===== config.mk =====
export PLATFORM = sky130hd
export DESIGN_NAME = serial_adder
export DESIGN_NICKNAME = d
export VERILOG_FILES = /design/src/rtl/serial_adder.sv
export SDC_FILE = /design/constraint.sdc
export NUM_CORES = 1
export LEC_CHECK = 0
export CORE_MARGIN = 1.5
export CORE_UTILIZATION = 58
export CTS_BUF_LIST = sky130_fd_sc_hd__clkbuf_2
export DETAILED_ROUTE_END_ITERATION = 16
export DONT_BUFFER_PORTS = 1
export HOLD_SLACK_MARGIN = 0.05
export PLACE_DENSITY = 0.82
export SLEW_MARGIN = 15
export SYNTH_ARGS = -nofsm -noshare
export SYNTH_HDL_FRONTEND = slang
export SYNTH_SLANG_ARGS = --single-unit

===== constraint.sdc =====
create_clock -name clk -period 1.4 [get_ports clk]
set_input_delay 0.28 -clock clk [delete_from_list [all_inputs] [get_ports clk]]
set_output_delay 0.28 -clock clk [all_outputs]
set_load 0.02 [all_outputs]

===== src/rtl/serial_adder.sv =====
// Bit-serial adder: streams operand bits LSB first through one full_adder cell,
// feeding the registered carry back each cycle, and publishes sum/cout with a done pulse.

module full_adder (
  input  logic a,
  input  logic b,
  input  logic cin,
  output logic sum,
  output logic cout
);
  assign sum  = a ^ b ^ cin;
  assign cout = (a & b) | (cin & (a ^ b));
endmodule

module serial_adder #(
  parameter int WIDTH = 8
) (
  input  logic             clk,
  input  logic             rst,
  input  logic             start,
  input  logic [WIDTH-1:0] a_in,
  input  logic [WIDTH-1:0] b_in,
  input  logic             cin,
  output logic             busy,
  output logic             done,
  output logic [WIDTH-1:0] sum_out,
  output logic             cout
);
  localparam int CW = (WIDTH > 1) ? $clog2(WIDTH) : 1;
  localparam logic [CW-1:0] LAST = CW'(WIDTH - 1);

  typedef enum logic [1:0] {IDLE = 2'd0, RUN = 2'd1, DONE = 2'd2} state_t;

  state_t           state_q, state_d;
  logic [WIDTH-1:0] a_q, a_d, b_q, b_d, psum_q, psum_d, sum_q, sum_d;
  logic [CW-1:0]    cnt_q, cnt_d;
  logic             carry_q, carry_d, busy_q, busy_d, done_q, done_d, cout_q, cout_d;
  logic             fa_sum, fa_cout;
  logic [WIDTH-1:0] psum_next;

  full_adder u_fa (
    .a    (a_q[0]),
    .b    (b_q[0]),
    .cin  (carry_q),
    .sum  (fa_sum),
    .cout (fa_cout)
  );

  // New sum bit enters at the MSB so the first (LSB) bit lands at bit 0 after WIDTH shifts
  if (WIDTH > 1) begin : g_wide
    assign psum_next = {fa_sum, psum_q[WIDTH-1:1]};
  end else begin : g_one
    assign psum_next = fa_sum;
  end

  always_comb begin
    state_d = state_q;
    a_d     = a_q;
    b_d     = b_q;
    psum_d  = psum_q;
    cnt_d   = cnt_q;
    carry_d = carry_q;
    busy_d  = busy_q;
    done_d  = 1'b0;
    sum_d   = sum_q;
    cout_d  = cout_q;
    case (state_q)
      IDLE, DONE: begin
        if (start) begin
          a_d     = a_in;
          b_d     = b_in;
          carry_d = cin;
          cnt_d   = {CW{1'b0}};
          psum_d  = {WIDTH{1'b0}};
          busy_d  = 1'b1;
          state_d = RUN;
        end else begin
          busy_d  = 1'b0;
          state_d = IDLE;
        end
      end
      RUN: begin
        a_d     = a_q >> 1'b1;
        b_d     = b_q >> 1'b1;
        psum_d  = psum_next;
        carry_d = fa_cout;
        cnt_d   = cnt_q + CW'(1);
        if (cnt_q == LAST) begin
          sum_d   = psum_next;
          cout_d  = fa_cout;
          done_d  = 1'b1;
          busy_d  = 1'b0;
          state_d = DONE;
        end else begin
          busy_d  = 1'b1;
        end
      end
      default: begin
        busy_d  = 1'b0;
        state_d = IDLE;
      end
    endcase
  end

  always_ff @(posedge clk or posedge rst) begin
    if (rst) begin
      state_q <= IDLE;
      a_q     <= {WIDTH{1'b0}};
      b_q     <= {WIDTH{1'b0}};
      psum_q  <= {WIDTH{1'b0}};
      cnt_q   <= {CW{1'b0}};
      carry_q <= 1'b0;
      busy_q  <= 1'b0;
      done_q  <= 1'b0;
      sum_q   <= {WIDTH{1'b0}};
      cout_q  <= 1'b0;
    end else begin
      state_q <= state_d;
      a_q     <= a_d;
      b_q     <= b_d;
      psum_q  <= psum_d;
      cnt_q   <= cnt_d;
      carry_q <= carry_d;
      busy_q  <= busy_d;
      done_q  <= done_d;
      sum_q   <= sum_d;
      cout_q  <= cout_d;
    end
  end

  assign busy    = busy_q;
  assign done    = done_q;
  assign sum_out = sum_q;
  assign cout    = cout_q;
endmodule


==> Yosys cells after proc, flatten, opt, wreduce, memory -nomap -nowiden <==
Index checks and enable logic that the tools add are counted.
{ "totals": {"elab_cells": 44, "in_bits": 20, "register_bits": 41} }
{ "op_classes": {"muxes": 18, "n_bitwise": 5, "addsub": 1, "n_eq_ne": 5, "n_reduce_logical": 5} }
{ "op_table": {"columns": ["cell", "count"], "rows": [
  ["one-hot mux 8 bit (2 select lines)", 3],
  ["2-to-1 mux 8 bit", 3],
  ["2-to-1 mux 1 bit", 6],
  ["one-hot mux 3 bit (2 select lines)", 1],
  ["inequality test 2 bit, second input constant", 2],
  ["one-hot mux 1 bit (2 select lines)", 2],
  ["one-hot mux 2 bit (2 select lines)", 1],
  ["AND reduction 2 bit", 2],
  ["adder 3 x 1 -> 3 bit, second input constant", 1],
  ["equality test 3 bit, second input constant", 1],
  ["2-to-1 mux 3 bit", 1],
  ["AND 1 bit", 2],
  ["equality test 2 x 1 -> 1 bit, second input constant", 1],
  ["equality test 2 bit, second input constant", 1],
  ["zero test 2 bit", 1],
  ["2-to-1 mux 2 bit", 1],
  ["nonzero test 2 bit", 1],
  ["OR reduction 2 bit", 1],
  ["XOR 1 bit", 2],
  ["bitwise OR 1 bit", 1]
]} }

==> Longest topological paths before layout <==
Gate-level depths: netlist of run 1.
{ "logic_depth": {"word_depth": 4, "mapped_depth": 6} }

==> Modules after synthesis <==
Synthesis of run 1 repeated with hierarchy kept, for this count alone.
{ "unflattened": {"cells_unflattened": 136, "hier_area_um2": 1761.7} }
{ "by_module_without_submodules": {"columns": ["module", "n_inst", "area_each_um2", "seq_area_each_um2", "cells_per_inst"], "rows": [
  ["serial_adder", 1, 1741.7, 1001.0, 135],
  ["full_adder", 1, 20.0, 0.0, 1]
]} }

==> Worst setup path after synthesis of run 1 <==
OpenSTA, ideal clock, no wires.
{ "synth_path": {"path_type": "flip-flop to flip-flop", "startpoint": "reg carry_q", "endpoint": "reg psum_q[7]", "path_slack_ps": -2, "required_time_ps": 1279, "setup_ps": 121, "synth_period_minus_slack_ps": 1402, "path_stages_with_launch": 4, "arrival_time_ps": 1281, "path_cell_list": "dfrtp_1 -> fa_1 -> mux2_2 -> a22o_1"} }
{ "synth_via": {"elab_chain_len": 2} }
{ "synth_lines": {"columns": ["item", "line", "source"], "rows": [
  ["start, declared", "37", "logic carry_q, carry_d, busy_q, busy_d, done_q, done_d, cout_q, cout_d;"],
  ["start signal, assigned", "123", "carry_q <= carry_d;"],
  ["XOR 1 bit", "11", "assign sum = a ^ b ^ cin;"],
  ["net fa_sum", "38", "logic fa_sum, fa_cout;"],
  ["one-hot mux 8 bit (2 select lines)", "67", "case (state_q)"],
  ["end signal, assigned", "110", "psum_q <= {WIDTH{1'b0}};"],
  ["end signal, assigned", "121", "psum_q <= psum_d;"],
  ["end, declared", "35", "logic [WIDTH-1:0] a_q, a_d, b_q, b_d, psum_q, psum_d, sum_q, sum_d;"]
]} }
The timed path passes the listed nets, and every way through them passes these cells.
A chain may end at the register's enable or synchronous reset.

==> Worst setup path in the final report of run 1 <==
Ends and elaborated chain as after synthesis.

==> metrics.txt, run 1 <==
Die Y-Extent 57.37 um; number of diodes 0; leak pwr 0.0009044 uW; number of synthesized register bits 40; Post-Syn Instances 140; post-synth cell types 27; syn avg cell area 12.24 um^2; Place WS -0.1028 ns; clk slew on worst S/H paths 0.19 ns; worst skew pair latency 0.39 ns; Inst Count DP 173; status complete, but fails checks; post-synth top area share 58.39%; HPWL after detailed placement 2111 um; min-delay src b_in[0]; Max Clk Rate 670.4 MHz; Post-Synth Adder-Cell Area 2.628%; Layout fillers 212; most common cell in the netlist dfrtp_1; final hold violation count 0; global route overflow 0; DRC 0; Hold WC Path Type input pin to flop; total track usage 21.76%; gpl congestion 0.7937; Finish-stage setup viols 1; list of most frequent post-synthesis cells dfrtp_1, mux2_2, nor2_1; CP Data Arrival Time 1.80 ns; num rows 19; max cap viols 0; crit-path max FO 2; Wirelength per Cell 16.54 um; I/O Buffers 0; DIE AREA 3291 um^2; Core Box Area 2781 um^2; vias in the first global route 1196; Num CTS Buffers 5; post-synthesis compound-gate area fraction 12.92%; Simple-Gate Fraction of Synth Area 11.24%; htree depth 2; Syn-to-layout area delta 15.91%; Post-Syn Nets 163; die width 57.37 um; Max VDD drop 1533 uV; gr busiest metal met2; GRT met3 Usage 7.256%; Post-synth EDFFs 0; ratio of cells with drive above 1 in the final layout 23.75%; first-pass GRT wire length 5437 um; post-route ant nets 0; clk root buf clkbuf_2; Initial Util 61.63%; CP Launch Type flop; unrepaired setup endpoints after global routing true; largest net degree at the start of global routing 41; r2r startpoint carry_q; M2 GR Usage 33.12%; post-synthesis cell area 1714 um^2; nets 182; Synth area leader dfrtp_1; Synth async-reset ratio 100.0%; Cell Count, Final, Fillers Out 191; initial antenna violation count 0; PD cells 2334 nW/um^2; Critical Setup Path Class flop to flop; Max Transition Viols Final 0; Clock Skew 0.01526 ns; DR iter-0 viols 28; Slew headroom 66.94%; Worst Setup SP carry_q; CTS Sinks 40; Tmin final 1.492 ns; Slew @ Worst Pin 0.4959 ns; Max Root-Sink Buffers 2; period utilisation layout 106.5%; final worst slack -0.09156 ns; I/O pin count 31; mux cell area share after synthesis 10.80%; Critical Path Sink Type flop; top post-synthesis cells by area dfrtp_1, mux2_2, a22o_1; M1 GR Usage 29.57%; violated checks negative setup slack; Synth Area in XOR/XNOR 0%; via count 1145; Seq/Total Area, Yosys 58.39%; routed wire length 3160 um; CTS tree yes; Critical Path RT 1.71 ns; router iterations before antenna repair 4; largest family of logic cells by synthesized area compound AO/OA/AOI/OAI gates; Top FF cell, synth dfrtp_1; Via density 5.995; Ys Warns 0
[flip-flops by register name, summed over array words and instances (netlist names)]
register and flops:
psum_q 7, sum_out 8, busy 1, done 1, a_q 8, b_q 8
carry_q 1, cnt_q 3, state_q 2, cout 1
[routing by layer]
metal,vias to the layer above,share of wire [%]
met5,-,0
met4,0,1.2
met3,6,5.4
met2,28,47
met1,565,47
li1,546,-
[final cells by class]
cell class	count	area, um^2	share of cell area [%]
tap	31	38.79	1.952
inverter	3	11.26	0.5667
timing repair buffer	20	185.2	9.320
sequential	40	1001	50.38
clock buffer	6	30.03	1.511
clock inverter	2	35.03	1.763
multi-input combinational	89	685.7	34.51
[worst paths after layout]
path,to,depth (start not counted),slack (ns)
max in group asynchronous,a_q[4],3,0.62
hold / removal,b_q[0],2,0.06
min in group asynchronous,b_q[0],3,0.42
setup / recovery,psum_q[7],3,-0.09
hold reg to reg,psum_q[1],1,0.53
setup reg to reg,psum_q[7],3,-0.09
[cell usage in the layout (no fill, tap or decap), types with 3 or more instances in the layout]
| cell type | instances |
|---|---|
| nor3_1 | 10 |
| o22ai_1 | 10 |
| nand3_1 | 4 |
| mux2_2 | 12 |
| o21ai_0 | 5 |
| mux2i_1 | 5 |
| a21oi_1 | 3 |
| a211oi_1 | 3 |
| nor2b_1 | 4 |
| a22o_1 | 9 |
| dfrtp_1 | 40 |
| nor2_1 | 11 |
| clkbuf_2 | 6 |
| buf_4 | 10 |
| dlygate4sd3_1 | 9 |
[per-stage QoR]
stage / setup TNS, ns / total power (uW) / utilization, % / hold WS, ns / area (um^2)
CTS: -0.1003 / 4642 / 69.64 / 0.05402 / 1937
floorplan: -0.001813 / 3439 / - / 0.4081 / 1714
detailed placement: -0.9499 / 3889 / 64.37 / 0.3214 / 1790
finish: -0.09156 / 4637 / 71.44 / 0.06163 / 1987
global route: -0.1417 / 4988 / 71.44 / 0.03904 / 1987
global placement: -0.3781 / 3774 / 64.37 / 0.3128 / 1790
[critical path, stage by stage (launching register included)]
cell and delay (ns):
dfrtp_1 0.44, fa_1 0.52, mux2_2 0.28, a22o_1 0.18
[timing repair]
| action | in CTS | in global routing |
|---|---|---|
| hold buffers | 5 | 4 |
| pin swaps | 1 | 1 |
| gates resized for setup | 5 | 2 |
| buffers inserted | 0 | 0 |
| setup endpoints to repair | 11 | 2 |
| hold endpoints to repair | 44 | 4 |
| cloned | 1 | 0 |
[cell families (layout without fill, tap and decap cells)]
family / count (synthesis) / count (layout)
buffers and inverters: 12 / 31
DFF: 40 / 40
AOI/OAI and AO/OA: 32 / 32
muxes: 17 / 17
and+or+nand+nor: 36 / 37
adders and majority gates: 3 / 3
[power by group]
group / total, uW / switching [uW] / internal (uW)
sequential: 2220 / 539 / 1680
clock: 666 / 359 / 308
combinational: 1750 / 814 / 940
total: 4640 / 1710 / 2920
Power figures use the tool's default switching activity.
==> run 2, diff against run 1 <==
--- a/config.mk
+++ b/config.mk
@@ -10,6 +10,7 @@
 export CTS_BUF_LIST = sky130_fd_sc_hd__clkbuf_2
 export DETAILED_ROUTE_END_ITERATION = 16
 export DONT_BUFFER_PORTS = 1
+export GPL_TIMING_DRIVEN = 0
 export HOLD_SLACK_MARGIN = 0.05
 export PLACE_DENSITY = 0.82
 export SLEW_MARGIN = 15
==> metrics.txt, run 2 (same netlist as run 1, synthesis figures left out) <==
status complete, but fails checks; violated checks negative setup slack; Max Transition Viols Final 0 (unchanged); DRC 0 (unchanged); die width 57.37 um (unchanged); unrepaired setup endpoints after global routing true; crit-path max FO 2 (unchanged); via count 1229 (+7.3%); Critical Setup Path Class flop to flop; number of diodes 0 (unchanged); post-route ant nets 0 (unchanged); worst skew pair latency 0.39 ns (about the same); vias in the first global route 1325 (+11%); final hold violation count 0 (unchanged); fin util 75.39% (+4.0 points); Via density 6.176 (+3.0%); first-pass GRT wire length 5733 um (+5.4%); Critical Path RT 1.71 ns (about the same); CP Data Arrival Time 1.83 ns (+0.03 ns); placed inst area 1780 um^2 (-0.56%); gpl congestion 0.7678 (-3.3%); CTS tree yes; initial antenna violation count 0 (unchanged); Final Cell Area 2097 um^2 (+5.5%); ratio of cells with drive above 1 in the final layout 30.36% (+6.6 points); slowest stage cell, crit path fa_1; router iterations before antenna repair 4 (unchanged); Critical Path Sink Type flop; HPWL after detailed placement 2228 um (+5.5%); PD cells 2258 nW/um^2 (-3.3%); Max Root-Sink Buffers 2 (unchanged); crit-path cells fa_1 > mux2_2 > a22o_1; CTS Sinks 40 (unchanged); Finish-stage setup viols 1 (unchanged); most frequent cells in the layout dfrtp_1, dlygate4sd3_1, nor2_1; Max VDD drop 1572 uV (+2.5%); hold_ws 0.07942 ns (+0.01779 ns); final worst slack -0.1199 ns (-0.02833 ns); Syn-to-layout area delta 22.34%; CP Launch Type flop; clk slew on worst S/H paths 0.18 ns (about the same); htree depth 2 (unchanged); top cell family by delay on the critical path adder cells; Wirelength per Cell 17.84 um (+7.9%); Core Box Area 2781 um^2 (unchanged); I/O pin count 31 (unchanged); largest stage delay on the critical path 0.53 ns (about the same); nets 191 (+4.9%); clk root buf clkbuf_2; max cap viols 0 (unchanged); Tmin final 1.520 ns (+0.02833 ns); I/O Buffers 0 (unchanged); total track usage 23.33% (+1.6 points); routed wire length 3551 um (+12%); Hold WC Path Type input pin to flop; num rows 19 (unchanged); leak pwr 0.0009555 uW (+5.7%); Num CTS Buffers 5 (unchanged); DR iter-0 viols 72 (+160%); most common cell after layout, fill and taps aside dfrtp_1; Clock Skew 0.01246 ns (-0.002798 ns); Slew headroom 70.51% (+3.6 points); period utilisation layout 108.6% (+2.0 points); Initial Util 61.63% (unchanged); Die Y-Extent 57.37 um (unchanged); DIE AREA 3291 um^2 (unchanged); largest net degree at the start of global routing 23 (-44%); global route overflow 0 (unchanged); Worst Path Buf+Inv 0 (unchanged); Slew @ Worst Pin 0.4417 ns (-0.05417 ns); Max Clk Rate 657.9 MHz (-1.9%)
run 2: changes by cell type in the layout (fill, tap and decap cells not counted), sizes merged:
cell and delta:
dlygate4sd3 +3, buf +5, clkbuf +1, bufinv -1
run 2: worst reg2reg max path: stages, from the launching register on:
cell     delay, ns
dfrtp_1       0.44
fa_1          0.54
mux2_2        0.28
a22o_1        0.18
run 2: final timing paths:
| kind | slack [ns] | depth (start not counted) | end | start |
|---|---|---|---|---|
| min in group asynchronous | 0.31 | 2 | a_q[1] | rst |
| hold reg to reg | 0.53 | 2 | b_q[1] | b_q[1] |
| setup / recovery | -0.12 | 3 | psum_q[7] | a_q[0] |
| max in group asynchronous | 0.63 | 3 | a_q[7] | rst |
| setup reg to reg | -0.12 | 3 | psum_q[7] | a_q[0] |
| hold / removal | 0.08 | 2 | a_q[6] | a_in[6] |
run 2: final cells by class:
cell class / count / area [um^2]
sequential: 40 / 1001
multi-input combinational: 89 / 723.2
fill: 201 / 684.4
timing repair buffer: 20 / 216.5
buffer: 9 / 71.32
tap: 31 / 38.79
clock buffer: 6 / 30.03
inverter: 3 / 11.26
clock inverter: 1 / 5.005
run 2: power by group:
| part | total [uW] | internal, uW | switching [uW] |
|---|---|---|---|
| registers | 2220 | 1680 | 542 |
| clock network | 468 | 119 | 349 |
| logic | 2050 | 1110 | 935 |
| total | 4730 | 2910 | 1830 |
run 2: per-layer routing:
layer	vias up	GRT usage, %	routed length [um]
li1	562	-	-
met1	618	27.36	1561
met2	38	38.64	1698
met3	11	6.122	220
met4	0	13.29	70
met5	-	0	0
run 2: stage by stage:
step	setup TNS (ns)	setup slack (ns)	total power (uW)	cells
finish	-0.1199	-0.1199	4734	199
global route	-0.2394	-0.09874	5032	199
CTS	-0.1081	-0.1065	4462	194
detailed placement	-1.215	-0.1307	3847	172
global placement	-5.802	-0.1264	3709	171
floorplan	-0.001813	-0.001813	3439	140
run 2: what timing repair did:
| action | 4_1_cts | 5_1_grt |
|---|---|---|
| resized for setup | 8 | 15 |
| hold buffers | 12 | 0 |
| pin swaps | 3 | 2 |
| gates cloned | 1 | 0 |
| endpoints found under the hold margin | 29 | 0 |
| setup endpoints to repair | 12 | 23 |
| setup buffers | 2 | 5 |
==> run 3, diff against run 2 <==
--- a/config.mk
+++ b/config.mk
@@ -5,6 +5,7 @@
 export SDC_FILE = /design/constraint.sdc
 export NUM_CORES = 1
 export LEC_CHECK = 0
+export ABC_CLOCK_PERIOD_IN_PS = 1400
 export CORE_MARGIN = 1.5
 export CORE_UTILIZATION = 58
 export CTS_BUF_LIST = sky130_fd_sc_hd__clkbuf_2
==> results of run 3 <==
The final DEF is identical to that of run 2; final timing and power are the same.
